<file path="config.mk">
export PLATFORM = sky130hd
export DESIGN_NAME = level_monitor
export DESIGN_NICKNAME = d
export VERILOG_FILES = /design/src/rtl/level_monitor.sv
export SDC_FILE = /design/constraint.sdc
export NUM_CORES = 1
export LEC_CHECK = 0
export CORE_MARGIN = 2
export CORE_UTILIZATION = 45
export CTS_CLUSTER_DIAMETER = 40
export DETAILED_ROUTE_END_ITERATION = 16
export PLACE_DENSITY = 0.69
export SKIP_CTS_REPAIR_TIMING = 1
export SLEW_MARGIN = 25
export SYNTH_ARGS = -nofsm -noshare
export SYNTH_HDL_FRONTEND = slang
export SYNTH_SLANG_ARGS = --single-unit
</file>
<file path="constraint.sdc">
create_clock -name Clk -period 2.7 [get_ports Clk]
set_input_delay 0.54 -clock Clk [delete_from_list [all_inputs] [get_ports Clk]]
set_output_delay 0.54 -clock Clk [all_outputs]
set_load 0.01 [all_outputs]
</file>
<file path="src/rtl/level_monitor.sv">
// Tank level monitor: synchronises and debounces thermometer-coded level
// switches, counts the settled levels and drives a hysteretic Red/Green
// alarm, an active-low seven-segment digit and a binary level count.
// Switch patterns that are not a solid run of ones from bit0 are reported
// as a sensor fault: blinking Red and an "F" on the digit.
module level_monitor #(
  parameter int N_LEVELS   = 6,
  parameter int DEB_CYCLES = 4,
  parameter int HI_THRESH  = 6,
  parameter int LO_THRESH  = 4,
  parameter int BLINK_DIV  = 25000000
) (
  input  logic                Clk,
  input  logic                Rst_n,
  input  logic [N_LEVELS-1:0] Sw,
  output logic                Red,
  output logic                Green,
  output logic [6:0]          Segments,
  output logic [3:0]          Level,
  output logic                Fault
);

  localparam int CW = (DEB_CYCLES > 1) ? $clog2(DEB_CYCLES) : 1;
  localparam int BW = (BLINK_DIV > 1) ? $clog2(BLINK_DIV) : 1;

  localparam logic [CW-1:0]       DEB_LAST   = CW'(DEB_CYCLES - 1);
  localparam logic [BW-1:0]       BLINK_LAST = BW'(BLINK_DIV - 1);
  localparam logic [3:0]          HI_LEVEL   = 4'(HI_THRESH);
  localparam logic [3:0]          LO_LEVEL   = 4'(LO_THRESH);
  localparam logic [N_LEVELS-1:0] SW_ONE     = N_LEVELS'(1);

  localparam logic [6:0] SEG_F = 7'b0001110;

  typedef enum logic [1:0] {
    NORMAL = 2'd0,
    ALARM  = 2'd1,
    FAULT  = 2'd2
  } stateT;

  logic [N_LEVELS-1:0] sync1, sync2, deb;
  logic [CW-1:0]       debCnt [N_LEVELS];
  logic [3:0]          levelNext, levelReg;
  logic                fltNext, flt;
  logic [BW-1:0]       blinkCnt;
  logic                blinkBit;
  stateT               state, stateNext;
  logic                redNext, greenNext, faultNext;
  logic [6:0]          segNext;

  // Active-low seven-segment pattern for a digit 0..9.
  function automatic logic [6:0] segDecode(input logic [3:0] value);
    case (value)
      4'd0:    segDecode = 7'b1000000;
      4'd1:    segDecode = 7'b1111001;
      4'd2:    segDecode = 7'b0100100;
      4'd3:    segDecode = 7'b0110000;
      4'd4:    segDecode = 7'b0011001;
      4'd5:    segDecode = 7'b0010010;
      4'd6:    segDecode = 7'b0000010;
      4'd7:    segDecode = 7'b1111000;
      4'd8:    segDecode = 7'b0000000;
      4'd9:    segDecode = 7'b0010000;
      default: segDecode = 7'b1111111;
    endcase
  endfunction

  // Two-flop synchroniser for the asynchronous switch inputs.
  always_ff @(posedge Clk or negedge Rst_n) begin
    if (!Rst_n) begin
      sync1 <= '0;
      sync2 <= '0;
    end else begin
      // NOTE: non-blocking, so sync2 takes the previous sync1 and the chain really is two flops deep.
      sync1 <= Sw;
      sync2 <= sync1;
    end
  end

  // Per-bit debounce: a bit only follows sync2 after DEB_CYCLES consecutive differing cycles.
  always_ff @(posedge Clk or negedge Rst_n) begin
    if (!Rst_n) begin
      deb <= '0;
      // NOTE: the counter array is real state, so every element is cleared explicitly in reset.
      for (int i = 0; i < N_LEVELS; i++) debCnt[i] <= '0;
    end else begin
      for (int i = 0; i < N_LEVELS; i++) begin
        if (sync2[i] == deb[i]) begin
          debCnt[i] <= '0;
        end else if (debCnt[i] == DEB_LAST) begin
          deb[i]    <= sync2[i];
          debCnt[i] <= '0;
        end else begin
          debCnt[i] <= debCnt[i] + CW'(1);
        end
      end
    end
  end

  // Popcount of the settled levels and thermometer-code check (deb & (deb+1) is zero only for 0..01..1).
  always_comb begin
    // NOTE: defaults first so every path assigns and no latch is inferred.
    levelNext = '0;
    for (int i = 0; i < N_LEVELS; i++) levelNext = levelNext + 4'(deb[i]);
    fltNext = |(deb & (deb + SW_ONE));
  end

  // Level/fault register feeding the state machine.
  always_ff @(posedge Clk or negedge Rst_n) begin
    if (!Rst_n) begin
      levelReg <= '0;
      flt      <= 1'b0;
    end else begin
      levelReg <= levelNext;
      flt      <= fltNext;
    end
  end

  // Free-running blink divider; the blink bit toggles on each wrap.
  always_ff @(posedge Clk or negedge Rst_n) begin
    if (!Rst_n) begin
      blinkCnt <= '0;
      blinkBit <= 1'b0;
    end else if (blinkCnt == BLINK_LAST) begin
      blinkCnt <= '0;
      blinkBit <= ~blinkBit;
    end else begin
      blinkCnt <= blinkCnt + BW'(1);
    end
  end

  // State register together with the registered lamp/digit/level outputs.
  always_ff @(posedge Clk or negedge Rst_n) begin
    if (!Rst_n) begin
      state    <= NORMAL;
      Red      <= 1'b0;
      Green    <= 1'b1;
      Fault    <= 1'b0;
      Segments <= 7'b1000000;
      Level    <= '0;
    end else begin
      state    <= stateNext;
      Red      <= redNext;
      Green    <= greenNext;
      Fault    <= faultNext;
      Segments <= segNext;
      Level    <= levelReg;
    end
  end

  // Next-state logic: a fault overrides everything; ALARM has hysteresis between the thresholds.
  always_comb begin
    stateNext = state;
    if (flt) begin
      stateNext = FAULT;
    end else begin
      case (state)
        NORMAL:  if (levelReg >= HI_LEVEL) stateNext = ALARM;
        ALARM:   if (levelReg <= LO_LEVEL) stateNext = NORMAL;
        FAULT:   stateNext = (levelReg >= HI_LEVEL) ? ALARM : NORMAL;
        default: stateNext = NORMAL;
      endcase
    end
  end

  // Output decode from the next state so lamps and digit register in step with the state.
  always_comb begin
    redNext   = 1'b0;
    greenNext = 1'b0;
    faultNext = 1'b0;
    segNext   = segDecode(levelReg);
    case (stateNext)
      NORMAL: greenNext = 1'b1;
      ALARM:  redNext   = 1'b1;
      FAULT: begin
        redNext   = blinkBit;
        faultNext = 1'b1;
        segNext   = SEG_F;
      end
      default: greenNext = 1'b1;
    endcase
  end

endmodule

</file>
==> results of run 1 <==
-- power by group through the flow --
stage	sequential [mW]	combinational, mW	clock [mW]
after floorplan	1.54	0.479	0
after global placement	1.53	0.741	0
after detailed placement	1.54	0.778	0
after CTS	1.52	0.794	0.973
after global routing	1.55	0.914	1.02
final	1.52	0.777	0.958
-- metal layers --
| layer | track usage, % | vias up |
|---|---|---|
| met2 | 21.0 | 43 |
| met3 | 4.52 | 12 |
| met5 | 0 | - |
| met4 | 8.13 | 0 |
| met1 | 20.0 | 951 |
| li1 | - | 974 |
-- per-stage QoR --
step	power, mW	worst slack [ns]	instances	area, µm²	utilization [%]
floorplan	2.02	0.480	264	3180	-
CTS	3.29	0.416	392	3700	54.2
global route	3.49	0.319	392	3700	54.2
detailed placement	2.32	0.415	376	3480	50.9
finish	3.25	0.422	392	3700	54.2
global placement	2.27	0.460	376	3480	50.9
-- cells in the final DEF (no fill, tap or decap), drive strengths merged, types with 2 or more instances in the layout --
| cell type | count |
|---|---|
| nand2 | 15 |
| and4 | 5 |
| xnor2 | 15 |
| mux2 | 3 |
| xor2 | 6 |
| buf | 2 |
| bufinv | 2 |
| clkinvlp | 3 |
| dfrtp | 73 |
| and2 | 2 |
| dfstp | 2 |
| o21ai | 10 |
| clkbuf | 9 |
| nor2b | 6 |
| nand2b | 3 |
| ha | 16 |
| clkdlybuf4s50 | 19 |
| nand3 | 12 |
| o31ai | 4 |
| nor3 | 12 |
| nor4 | 5 |
| nand4b | 3 |
| inv | 14 |
| or3 | 5 |
| and3 | 2 |
| nor2 | 16 |
| nand4 | 5 |
| or4 | 2 |
| a21oi | 12 |
| mux2i | 4 |
| fa | 3 |
-- cells by family after synthesis --
logic type | share of synthesized area, %
AND/OR/NAND/NOR | 17.4
flip-flops | 59.1
AO/OA/AOI/OAI | 4.92
XOR/XNOR | 5.79
adder cells (fa/ha/maj) | 8.19
buffers and inverters | 2.17
multiplexers | 2.32
other | 0.118
-- final cells by class --
| class | instances | area share [%] |
|---|---|---|
| Clock buffer | 9 | 3.34 |
| Clock inverter | 7 | 2.70 |
| Inverter | 12 | 1.22 |
| Multi-Input combinational cell | 172 | 33.2 |
| Sequential cell | 75 | 50.7 |
| Tap cell | 96 | 3.24 |
| Timing Repair Buffer | 21 | 5.54 |
-- sequential cells by signal, summed over array words and instances (netlist names), 2 cells and up --
| name | count |
|---|---|
| blinkCnt | 25 |
| debCnt | 12 |
| Segments | 7 |
| deb | 6 |
| sync1 | 6 |
| sync2 | 6 |
| Level | 3 |
| levelReg | 3 |
| state | 2 |
-- how the worst min path moves through the flow --
stage	end	cells after the start
floorplan	Fault	0
global placement	sync2[0]	0
detailed placement	sync2[1]	0
CTS	blinkCnt[13]	1
global route	sync2[3]	0
finish	blinkCnt[13]	1
-- worst max-delay path: cells and delay by family, from the launching register on --
family	cells	cell delay, ns
buffers and inverters	2	0.09
adder cells (fa/ha/maj)	4	1.63
flip-flops	1	0.44
==> results.json, run 1 <==
{
  "tightest_slew_ns": 0.907,
  "grt_pass1_vias": 1853,
  "reg2reg_to": "levelReg[1]",
  "fin_crit_sh_pct": 84.4,
  "synth_most_common_cell": "dfrtp_1",
  "reg2reg_from": "deb[0]",
  "fp.dieH_um": 88.0,
  "cts_root_buf": "clkbuf_8",
  "finalCriticalPeriod_ns": 2.28,
  "synth_cell_type_count": 39,
  "cap_violations": 0,
  "antenna_found_initial": 0,
  "initial_utilization_pct": 46.5,
  "dieArea_um2": 7750,
  "cp-end-kind": "register",
  "path_class": "register to register",
  "cp_cell_sequence": "fa_1 > inv_1 > fa_1 > inv_1 > ha_1 > fa_1",
  "power.switching_mw": 0.964,
  "dr_wl_met2_um": 2280,
  "ios": 22,
  "holdWs_ns": 0.315,
  "n_fill_cell": 625,
  "synth_area_per_cell_um2": 12.0,
  "antenna_cells": 0,
  "grt_pass1_wl_um": 8560,
  "yosysSeqAreaShare_pct": 59.1,
  "ys_ff_latch": 75,
  "htree_levels": 3,
  "path_clk_slew_ns": 0.08,
  "grt_use_total_pct": 14.7,
  "report.final.slew_viol_count": 0,
  "syn2layout_area_growth_pct": 16.5,
  "critical_path.max_stage_delay_ns": 0.55,
  "synth_enable_flop_cells": 0,
  "routed-wl-met3_um": 183,
  "required_ns": 2.93,
  "clkSinkCount": 75,
  "max_slew_margin_pct": 39.6,
  "yosysWarnings": 0,
  "drt-total-wl_um": 5060,
  "place_congestion": 0.805,
  "topRoutingLayerUsed": "met4",
  "seqPwrFrac_pct": 46.7,
  "tns_ns": 0,
  "worstSetupEndpoint": "levelReg[1]",
  "dp_hpwl_um": 3290,
  "layout-drive-gt1-share_pct": 9.46,
  "startpoint_type": "register",
  "cp_slowest_cell": "fa_1",
  "setup_viol": 0,
  "crit_path_max_fanout": 5,
  "multi_input_comb_area_um2": 1230,
  "yosys-top-cells-count": "73 x dfrtp_1, 16 x ha_1, 16 x nor2_1, 15 x nand2_1, 15 x xnor2_1",
  "yosys.area.top_type": "dfrtp_1",
  "status": "completed",
  "synthCells": 264,
  "drtIter0Drc": 80,
  "path_common_cell": "fa_1",
  "rows": 30,
  "power_density_nw_per_um2": 878,
  "core_um2": 6830,
  "hold_viol": 0,
  "clock_skew_ns": 0.00755,
  "grt_max_degree": 76,
  "switching_share_pct": 29.6,
  "synth_top_area_share_pct": 57.5,
  "r2r_slack_ns": 0.42,
  "rsz0062_at_grt": "false",
  "r2r_cells": 6,
  "viasPerCell": 5.05,
  "power_frac_clock_pct": 29.4,
  "nets": 318,
  "crit_start": "deb[0]",
  "timing.fmax_ghz": 0.439,
  "p_int_mw": 2.29,
  "ant_nets": 0,
  "synth-main-ff-cell": "dfrtp_1",
  "wl_met1_um": 2440,
  "synth-async-reset-ratio_pct": 100,
  "cp.arrival_ns": 2.51,
  "die_x_um": 88.0,
  "regArea_um2": 1880,
  "dr.pass1.iters": 4,
  "drcViolationCount": 0,
  "clock_latency_ns": 0.35,
  "pwr-share-comb_pct": 23.9,
  "cts_tree": "built",
  "num_vias": 1980,
  "wl_per_cell_um": 12.9,
  "cts_buffer_depth": 2,
  "netlist_area_um2": 3180,
  "syn_nets": 291,
  "leakage_nw": 1.62,
  "grt_remaining_overflow": 0,
  "synth.area.top_cells": "dfrtp_1 57%, ha_1 6.3%, xnor2_1 4.1%",
  "port_buffers": 20,
  "hp-class": "input pin to asynchronous set/reset pin",
  "numCtsBuffers": 9,
  "ir_drop_mv": 0.464
}
Power figures use the tool's default switching activity.
==> run 2, diff against run 1 <==
==> constraint.sdc (replaced) <==
create_clock -name Clk -period 2.2 [get_ports Clk]
set_input_delay 0.44 -clock Clk [delete_from_list [all_inputs] [get_ports Clk]]
set_output_delay 0.44 -clock Clk [all_outputs]
set_load 0.01 [all_outputs]
==> results.json, run 2 (synthesized netlist as in run 1, its figures left out) <==
{
  "initial_utilization_pct": 46.5,
  "cp.arrival_ns": 2.43,
  "startpoint_type": "register",
  "hp-class": "input pin to asynchronous set/reset pin",
  "rsz0062_at_grt": "true",
  "fin_crit_sh_pct": 100,
  "cap_violations": 0,
  "power_mw": 3.95,
  "wl_per_cell_um": 12.5,
  "n_fill_cell": 615,
  "htree_levels": 3,
  "cp_slowest_cell": "fa_1",
  "cts_tree": "built",
  "grt_remaining_overflow": 0,
  "layout-drive-gt1-share_pct": 11.6,
  "final_area_um2": 3750,
  "path_clk_slew_ns": 0.08,
  "grt_use_total_pct": 14.9,
  "path_common_cell": "fa_1",
  "critical_path.max_stage_delay_ns": 0.54,
  "place_area_um2": 3540,
  "r2r_cells": 6,
  "finalCriticalPeriod_ns": 2.20,
  "grt_pass1_vias": 1998,
  "setup_viol": 1,
  "cts_root_buf": "clkbuf_8",
  "clock_skew_ns": 0.00851,
  "grt_max_degree": 45,
  "grt_pass1_wl_um": 8880,
  "cts_buffer_depth": 2,
  "fp.dieH_um": 88.0,
  "final_common_cell": "dfrtp_1",
  "numCtsBuffers": 9,
  "viasPerCell": 5.03,
  "fin_ws_ns": -0.00296,
  "port_buffers": 20,
  "syn2layout_area_growth_pct": 18.0,
  "core_um2": 6830,
  "clock_latency_ns": 0.34,
  "drt-total-wl_um": 4990,
  "antenna_cells": 0,
  "timing.fmax_ghz": 0.454,
  "antenna_found_initial": 0,
  "ios": 22,
  "regArea_um2": 1880,
  "report.final.slew_viol_count": 0,
  "crit_path_max_fanout": 2,
  "path_class": "register to register",
  "violations": "setup timing",
  "status": "finished with violations",
  "dr.pass1.iters": 4,
  "die_x_um": 88.0,
  "largest_reg_flops": 25,
  "leakage_nw": 1.65,
  "tightest_slew_ns": 0.559,
  "drtIter0Drc": 130,
  "dieArea_um2": 7750,
  "clkSinkCount": 75,
  "final_cell_mix": "73 x dfrtp_1, 19 x clkdlybuf4s50_1, 16 x nor2_1",
  "dp_hpwl_um": 3460,
  "max_slew_margin_pct": 62.7,
  "nets": 324,
  "dp_slack_ns": -0.0136,
  "drcViolationCount": 0,
  "rows": 30,
  "required_ns": 2.42,
  "ant_nets": 0,
  "top_regs": "blinkCnt (25), debCnt (12), Segments (7)",
  "cp_cell_sequence": "fa_1 > inv_1 > fa_1 > inv_1 > ha_2 > fa_1",
  "power_density_nw_per_um2": 1050,
  "top_register": "blinkCnt",
  "multi_input_comb_area_um2": 1230,
  "hold_viol": 0,
  "ir_drop_mv": 0.487,
  "place_congestion": 0.829,
  "cp-end-kind": "register",
  "num_vias": 2001
}
-- run 2: changes by cell type in the layout (fill, tap and decap cells not counted), sizes merged --
cell | before | now
clkinv | 0 | 3
clkinvlp | 3 | 1
inv | 14 | 13
bufinv | 2 | 1
clkbuf | 9 | 10
buf | 2 | 8
-- run 2: worst paths after layout --
kind / end / start / slack, ns
setup / recovery: levelReg[1] / deb[0] / -0.003
hold / removal: blinkCnt[11] / Rst_n / 0.09
setup reg to reg: levelReg[1] / deb[0] / -0.003
hold reg to reg: sync2[2] / sync1[2] / 0.35
max in group asynchronous: Green / Rst_n / 1.48
min in group Clk: sync2[2] / sync1[2] / 0.35
-- run 2: cell type report --
| class | count | share of cell area (%) |
|---|---|---|
| flip-flops and latches | 75 | 50.1 |
| multi-input cells | 172 | 32.9 |
| repair buffers | 27 | 7.01 |
| clock buffers | 10 | 3.67 |
| well taps | 96 | 3.20 |
| clock inverters | 6 | 1.94 |
| inverters | 12 | 1.20 |
-- run 2: critical path: cells and delay by family (launching register included) --
family | cells | cell delay [ns]
flops | 1 | 0.41
fa+ha+maj | 4 | 1.59
buf+inv | 2 | 0.09
-- run 2: through the flow --
step                      hold WS (ns)  setup TNS, ns  util (%)  instances
after floorplan                  0.144              0         -        264
after global placement           0.332              0      51.8        382
after detailed placement         0.337        -0.0136      51.8        382
after CTS                       0.0973        -0.0105      54.9        398
after global routing             0.129         -0.137      54.9        398
final                           0.0917       -0.00296      54.9        398
-- run 2: power by group --
group / internal, mW / switching, mW / total (mW)
Sequential: 1.67 / 0.172 / 1.84
Clock: 0.564 / 0.514 / 1.08
Combinational: 0.538 / 0.490 / 1.03
Total: 2.77 / 1.18 / 3.95
-- run 2: routing by layer --
| layer | routed length, µm | share of wire, % | global-route usage (%) |
|---|---|---|---|
| met5 | 0 | 0 | 0 |
| met3 | 121 | 2.4 | 3.11 |
| met1 | 2520 | 51 | 20.2 |
| met2 | 2250 | 45 | 23.1 |
| met4 | 96 | 1.9 | 7.44 |
==> run 3, diff against run 2 <==
--- a/config.mk
+++ b/config.mk
@@ -5,11 +5,14 @@
 export SDC_FILE = /design/constraint.sdc
 export NUM_CORES = 1
 export LEC_CHECK = 0
+export CELL_PAD_IN_SITES_DETAIL_PLACEMENT = 1
+export CELL_PAD_IN_SITES_GLOBAL_PLACEMENT = 1
 export CORE_MARGIN = 2
-export CORE_UTILIZATION = 45
+export CORE_UTILIZATION = 47
 export CTS_CLUSTER_DIAMETER = 40
 export DETAILED_ROUTE_END_ITERATION = 16
-export PLACE_DENSITY = 0.69
+export GPL_ROUTABILITY_DRIVEN = 0
+export PLACE_DENSITY = 0.83
 export SKIP_CTS_REPAIR_TIMING = 1
 export SLEW_MARGIN = 25
 export SYNTH_ARGS = -nofsm -noshare
==> results.json, run 3 (synthesized netlist as in run 1, its figures left out) <==
{
  "status": "finished with violations",
  "violations": "setup timing",
  "dr_wl_met2_um": 3320,
  "fin_crit_sh_pct": 101,
  "antenna_cells": 0,
  "ir_drop_mv": 0.551,
  "syn2layout_area_growth_pct": 18.3,
  "critical_path.max_stage_delay_ns": 0.53,
  "crit_path_max_fanout": 2,
  "top_register": "blinkCnt",
  "power_density_nw_per_um2": 1100,
  "die_x_um": 86.2,
  "htree_levels": 3,
  "wl_met1_um": 2760,
  "viasPerCell": 5.50,
  "report.final.slew_viol_count": 0,
  "cts_buffer_depth": 2,
  "grt_use_total_pct": 20.0,
  "path_clk_slew_ns": 0.09,
  "multi_input_comb_area_um2": 1230,
  "cp_cell_sequence": "fa_1 > inv_1 > fa_1 > inv_1 > ha_2 > fa_1",
  "nets": 327,
  "drtIter0Drc": 45,
  "path_common_cell": "fa_1",
  "ios": 22,
  "setup_viol": 1,
  "clkSinkCount": 75,
  "cp.arrival_ns": 2.45,
  "largest_reg_flops": 25,
  "cp_slowest_cell": "fa_1",
  "top_regs": "blinkCnt (25), debCnt (12), Segments (7)",
  "dr.pass1.iters": 4,
  "placed_cells": 365,
  "cts_root_buf": "clkbuf_8",
  "leakage_nw": 1.66,
  "fp.dieH_um": 86.2,
  "cp-end-kind": "register",
  "cap_violations": 0,
  "drcViolationCount": 0,
  "fin_util_pct": 58.2,
  "finalCriticalPeriod_ns": 2.21,
  "grt_pass1_vias": 2280,
  "antenna_found_initial": 0,
  "core_um2": 6460,
  "dp_hpwl_um": 4300,
  "hold_viol": 0,
  "timing.fmax_ghz": 0.452,
  "grt_max_degree": 76,
  "initial_utilization_pct": 49.2,
  "port_buffers": 20,
  "path_class": "register to register",
  "grt_pass1_wl_um": 11200,
  "holdWs_ns": 0.0852,
  "final_common_cell": "dfrtp_1",
  "rsz0062_at_grt": "true",
  "dieArea_um2": 7440,
  "regArea_um2": 1880,
  "fin_ws_ns": -0.0142,
  "cts_tree": "built",
  "clock_latency_ns": 0.35,
  "numCtsBuffers": 9,
  "rows": 29,
  "n_fill_cell": 677,
  "layout-drive-gt1-share_pct": 12.8,
  "wl_per_cell_um": 16.8,
  "ant_nets": 0,
  "hp-class": "input pin to asynchronous set/reset pin",
  "clock_skew_ns": 0.0125,
  "routed-wl-met3_um": 181,
  "final_cell_mix": "72 x dfrtp_1, 19 x clkdlybuf4s50_1, 16 x nor2_1, 15 x xnor2_1, 15 x nand2_1",
  "instances_no_fill": 382,
  "drt-total-wl_um": 6400,
  "grt_remaining_overflow": 0,
  "required_ns": 2.43,
  "topRoutingLayerUsed": "met4",
  "num_vias": 2102,
  "startpoint_type": "register"
}
[run 3: stage by stage]
step	instance area [µm²]	power, mW	TNS (ns)	setup WS (ns)
detailed placement	3530	3.01	-0.0751	-0.0751
global route	3760	4.44	-0.137	-0.0903
floorplan	3180	2.48	0	0.000716
CTS	3750	4.18	-0.0990	-0.0583
global placement	3530	2.85	0	0.0319
finish	3760	4.15	-0.0142	-0.0142
[run 3: metal layers]
metal | track usage, % | vias to the layer above
li1 | - | 985
met1 | 24.9 | 1070
met2 | 33.6 | 35
met3 | 4.00 | 12
met4 | 9.52 | 0
met5 | 0 | -
[run 3: power by group]
part,switching (mW),internal [mW]
clock network,0.513,0.641
logic,0.571,0.568
registers,0.185,1.67
[run 3: worst max-delay path: cells and delay by family (launching register included)]
kind	cells	cell delay (ns)
adders and majority gates	4	1.60
buffers and inverters	2	0.10
DFF	1	0.40
[run 3: worst paths after layout]
kind	start	endpoint	slack, ns	depth (start not counted)
max reg2reg	deb[3]	levelReg[1]	-0.01	6
max	deb[3]	levelReg[1]	-0.01	6
min in group Clk	sync1[0]	sync2[0]	0.35	0
min	Rst_n	debCnt[3]	0.09	2
min reg2reg	sync1[0]	sync2[0]	0.35	0
max in group asynchronous	Rst_n	Green	1.78	2
[run 3: layout make-up]
type                       count  area share, %
inverter                      12           1.20
clock buffer                  10           3.40
timing repair buffer          30           7.59
clock inverter                 6           2.36
tap                           77           2.56
sequential                    75           50.0
multi-input combinational    172           32.9
==> variant 1 (settings of run 1) <==
Set the parameter `DEB_CYCLES` to 8 (it was 4).
--- a/src/rtl/level_monitor.sv
+++ b/src/rtl/level_monitor.sv
@@ -5,7 +5,7 @@
 // as a sensor fault: blinking Red and an "F" on the digit.
 module level_monitor #(
   parameter int N_LEVELS   = 6,
-  parameter int DEB_CYCLES = 4,
+  parameter int DEB_CYCLES = 8,
   parameter int HI_THRESH  = 6,
   parameter int LO_THRESH  = 4,
   parameter int BLINK_DIV  = 25000000
Check against the original RTL: not equivalent (a bounded check fails within 10 cycles, from zero or initial values and one cycle with Rst_n low).
==> variant 1 against run 1 <==
Combinational power fell by 8.8%; critical path type unchanged; worst setup slack got worse by 0.013 ns; routed wire length rose by 3.0%; synthesized area rose by 10%; sequential cell count rose by 6; critical path depth did not move; non-clock buffer count rose by 3; final area rose by 8.8%; sequential share of layout area fell by 0.37 points; maximum frequency fell by 0.55%; global-route usage fell by 0.74 points; power fell by 0.23%.
==> variant 1: results (changes against run 1) <==
Synth
  • Area share of fa/ha/maj cells after synthesis: 9.93% (+1.7 points)
  • Top area cells in the synthesized netlist: dfrtp_1 (56%), ha_1 (8.2%), xor2_1 (2.7%)
  • Compound-cell area share of the yosys netlist: 4.71% (-0.21 points)
  • Syn nets: 325 (+12%)
  • Post-synthesis xor/xnor area fraction: 5.25% (-0.54 points)
  • Avg Cell Area, Syn: 12.0 µm² (about the same)
  • Synth unique cells: 42 (+7.7%)
  • Post-synthesis mux area share: 2.11% (-0.22 points)
  • Seq/Total Area, Yosys: 57.9% (-1.2 points)

GRT
  • First-pass GRT wire length: 9280 µm (+8.4%)
  • Met3 usage: 4.60% (+0.077 points)
  • M1 GR Usage: 19.8% (-0.22 points)
  • Largest net degree at the start of global routing: 45 (-41%)
  • GRT met2 Usage: 19.3% (-1.7 points)
  • Gr usage total: 14.0% (-0.74 points)

Layout
  • Final nets: 353 (+11%)
  • Share of layout cells above drive strength 1: 8.67% (-0.79 points)
  • Largest regs: blinkCnt (25), debCnt (18), Segments (7)
  • Final std cells w/o fill: 425 (+8.4%)

Placement
  • DP HPWL: 3700 µm (+13%)
  • Area post-placement: 3820 µm² (+9.8%)
  • Dpl cells: 410 (+9.0%)
  • Worst slack, placed: 0.403 ns (-0.0126 ns)

Pwr
  • Max IR drop VDD: 0.360 mV (-22%)
  • Power Dens Cells: 805 nW/µm² (-8.3%)
  • Pleak: 1.91 nW (+18%)
  • P_int: 2.36 mW (+3.2%)
  • Comb power: 709 µW (-8.8%)
  • Reg power frac: 49.7% (+3.0 points)

Detailed routing
  • Via count of the routed design: 2191 (+11%)
  • M1 WL: 2580 µm (+5.7%)
  • Met2 wire len: 2310 µm (+1.4%)
  • Aggregate routed wire length: 5210 µm (+3.0%)

STA
  • Clock skew: 0.00808 ns (+0.000535 ns)
  • Final Cycle Share: 84.8% (+0.46 points)
  • Slew @ Worst Pin: 0.542 ns (-0.365 ns)

Outcome
  • Status: complete, no violations
## variant 1: changes by cell type after synthesis, sizes merged, moves of 5 or more
cell   before  now
nor3b       1    6
xor2        6   11
xnor2      15   10
nand4       5   11
dfrtp      73   79
nor2       16   21
ha         16   23
## variant 1: worst min-delay path by stage
stage | start | end | slack [ns] | cells after the start
3_3_place_gp | sync1[0] | sync2[0] | 0.33 | 0
6_report | Rst_n | debCnt[11] | 0.16 | 1
4_1_cts | Rst_n | debCnt[11] | 0.18 | 1
5_1_grt | Rst_n | deb[0] | 0.20 | 1
3_5_place_dp | sync1[1] | sync2[1] | 0.34 | 0
2_1_floorplan | Rst_n | Fault | 0.24 | 0
## variant 1: layout make-up
class	instances	area [µm²]
clock buffer	10	128
clock inverter	5	81.3
fill	650	3620
inverter	15	56.3
multi-input combinational	188	1380
sequential	81	2030
tap	102	128
timing repair buffer	24	228
==> variant 2 (flow settings as in run 1) <==
Without the edit above. Encoding of `stateT`: now one-hot (3 bits for 3 states).
--- a/src/rtl/level_monitor.sv
+++ b/src/rtl/level_monitor.sv
@@ -31,10 +31,10 @@
 
   localparam logic [6:0] SEG_F = 7'b0001110;
 
-  typedef enum logic [1:0] {
-    NORMAL = 2'd0,
-    ALARM  = 2'd1,
-    FAULT  = 2'd2
+  typedef enum logic [2:0] {
+    NORMAL = 3'b001,
+    ALARM  = 3'b010,
+    FAULT  = 3'b100
   } stateT;
 
   logic [N_LEVELS-1:0] sync1, sync2, deb;
Behaviour: same outputs for any inputs over 10 cycles, from zero or initial values and one cycle with Rst_n low; not proved beyond that.
==> variant 2 against run 1 <==
Synthesized cell count up 0.38%; sequential cell count up 1; synthesized area up 3.0%; worst setup slack worse by 0.039 ns; first-iteration DRC count up 56%; power up 4.4%; routed wire length down 2.1%; final area up 1.7%; maximum frequency down 1.7%; critical path type unchanged; critical endpoint unchanged.
==> variant 2: results (changes against run 1) <==
Synth
  • Async S/R FF share, synth: 100% (unchanged)
  • Synth unique cells: 42 (+7.7%)
  • Prevailing post-synth register cell: dfrtp_1
  • Ys Warns: 0 (unchanged)
  • Top area cells in the synthesized netlist: dfrtp_1 (56%), ha_1 (5.7%), xor2_1 (3.5%)
  • Leading cell types by count after synthesis: dfrtp_1 (73), ha_1 (15), nor2_1 (14)
  • Seq/Total Area, Yosys: 58.2% (-0.94 points)
  • Syn nets: 291 (unchanged)
  • Mapped Cells: 265 (+0.38%)

STA
  • Clock skew: 0.00745 ns (-0.000102 ns)
  • Relative slew margins: 40.0% (+0.41 points)

GRT
  • Initial antenna violation count: 0 (unchanged)
  • Largest net degree at the start of global routing: 77 (+1.3%)
  • First-pass GRT wire length: 8960 µm (+4.7%)
  • Gr usage total: 14.8% (+0.15 points)

Layout
  • Share of layout cells above drive strength 1: 10.4% (+0.92 points)
  • Largest regs: blinkCnt (25), debCnt (12), Segments (7)
  • Layout fillers: 619 (-0.96%)
  • Final nets: 310 (-2.5%)
  • ANT cells: 0 (unchanged)

Placement
  • DP HPWL: 3200 µm (-2.8%)
  • Dpl cells: 372 (-1.1%)
  • GP Congestion: 0.779 (-3.3%)
  • IO buf count: 20 (unchanged)

Outcome
  • Status: complete, no violations

CTS
  • Root Driver: clkbuf_8
  • Skew-Pair Late Insertion Delay: between 0.3 and 0.4 ns
  • TritonCTS Buffers: 9 (unchanged)
  • CTS Buffer Depth: 2 (unchanged)
  • CTS clk-pin slew, worst paths: 0.08 ns (about the same)
  • H-tree depth: 3 (unchanged)

Pwr
  • Max IR drop VDD: 0.395 mV (-15%)
  • Pleak: 1.70 nW (+4.7%)

Critical path
  • Max FO, Critical Path: 5 (unchanged)
  • Worst EP arrival: 2.54 ns (+0.03 ns)
  • Worst path slowest cell: fa_1
  • CP peak stage delay: between 0.5 and 0.6 ns

Detailed routing
  • DRT iter0 DRCs: 125 (+56%)
  • Via count of the routed design: 1958 (-1.1%)
  • Drt pass-1 iters: 4 (unchanged)
  • Aggregate routed wire length: 4960 µm (-2.1%)
  • Routed WL per cell: 12.8 µm (-1.0%)

Min path
  • Worst min path class: input pin to asynchronous set/reset pin
variant 2: final timing paths:
kind | startpoint | endpoint | slack, ns | depth (start not counted)
worst max-delay path | deb[0] | levelReg[1] | 0.38 | 6
worst min-delay path | Rst_n | debCnt[2] | 0.32 | 1
worst max register to register | deb[0] | levelReg[1] | 0.38 | 6
worst min register to register | sync1[0] | sync2[0] | 0.35 | 0
max in group asynchronous | Rst_n | blinkCnt[21] | 1.80 | 1
min in group Clk | sync1[0] | sync2[0] | 0.35 | 0
variant 2: layout make-up:
type                       instances  area [µm²]  area share (%)
multi-input combinational        167        1240            32.9
clock buffer                      11         151            4.02
sequential                        76        1910            50.6
tap                               99         124            3.29
inverter                           9        33.8           0.897
clock inverter                     5         106            2.82
timing repair buffer              21         205            5.45
variant 2: worst max-delay path, delay by kind of cell, from the launching register on:
kind       cells  cell delay, ns
buf+inv        2            0.09
fa+ha+maj      4            1.65
flops          1            0.46
variant 2: stage by stage:
stage | util [%] | hold slack, ns | setup WS (ns) | area, µm²
finish | 52.8 | 0.320 | 0.383 | 3770
global route | 52.8 | 0.356 | 0.302 | 3770
CTS | 52.8 | 0.353 | 0.373 | 3770
detailed placement | 49.2 | 0.336 | 0.376 | 3510
global placement | 49.2 | 0.332 | 0.461 | 3510
floorplan | - | 0.244 | 0.480 | 3270
variant 2: layer usage:
metal / global-route usage [%] / vias up / wire, µm
met2: 23.1 / 34 / 2380
met3: 3.32 / 11 / 130
met5: 0 / - / 0
met1: 19.2 / 965 / 2310
met4: 8.41 / 0 / 139
li1: - / 948 / -
variant 2: cells by family after synthesis:
family	count (synthesis)	share of synthesized area [%]
AND/OR/NAND/NOR	94	18.0
flip-flops	76	58.2
AO/OA/AOI/OAI	27	4.70
XOR/XNOR	22	5.88
buffers and inverters	22	3.94
adder cells (fa/ha/maj)	18	7.57
multiplexers	5	1.64
other	1	0.115
variant 2: where the power goes:
group          internal [mW]  leakage (nW)  switching (mW)
clock                  0.668         0.126           0.416
combinational          0.400         0.621           0.349
sequential              1.38         0.949           0.182
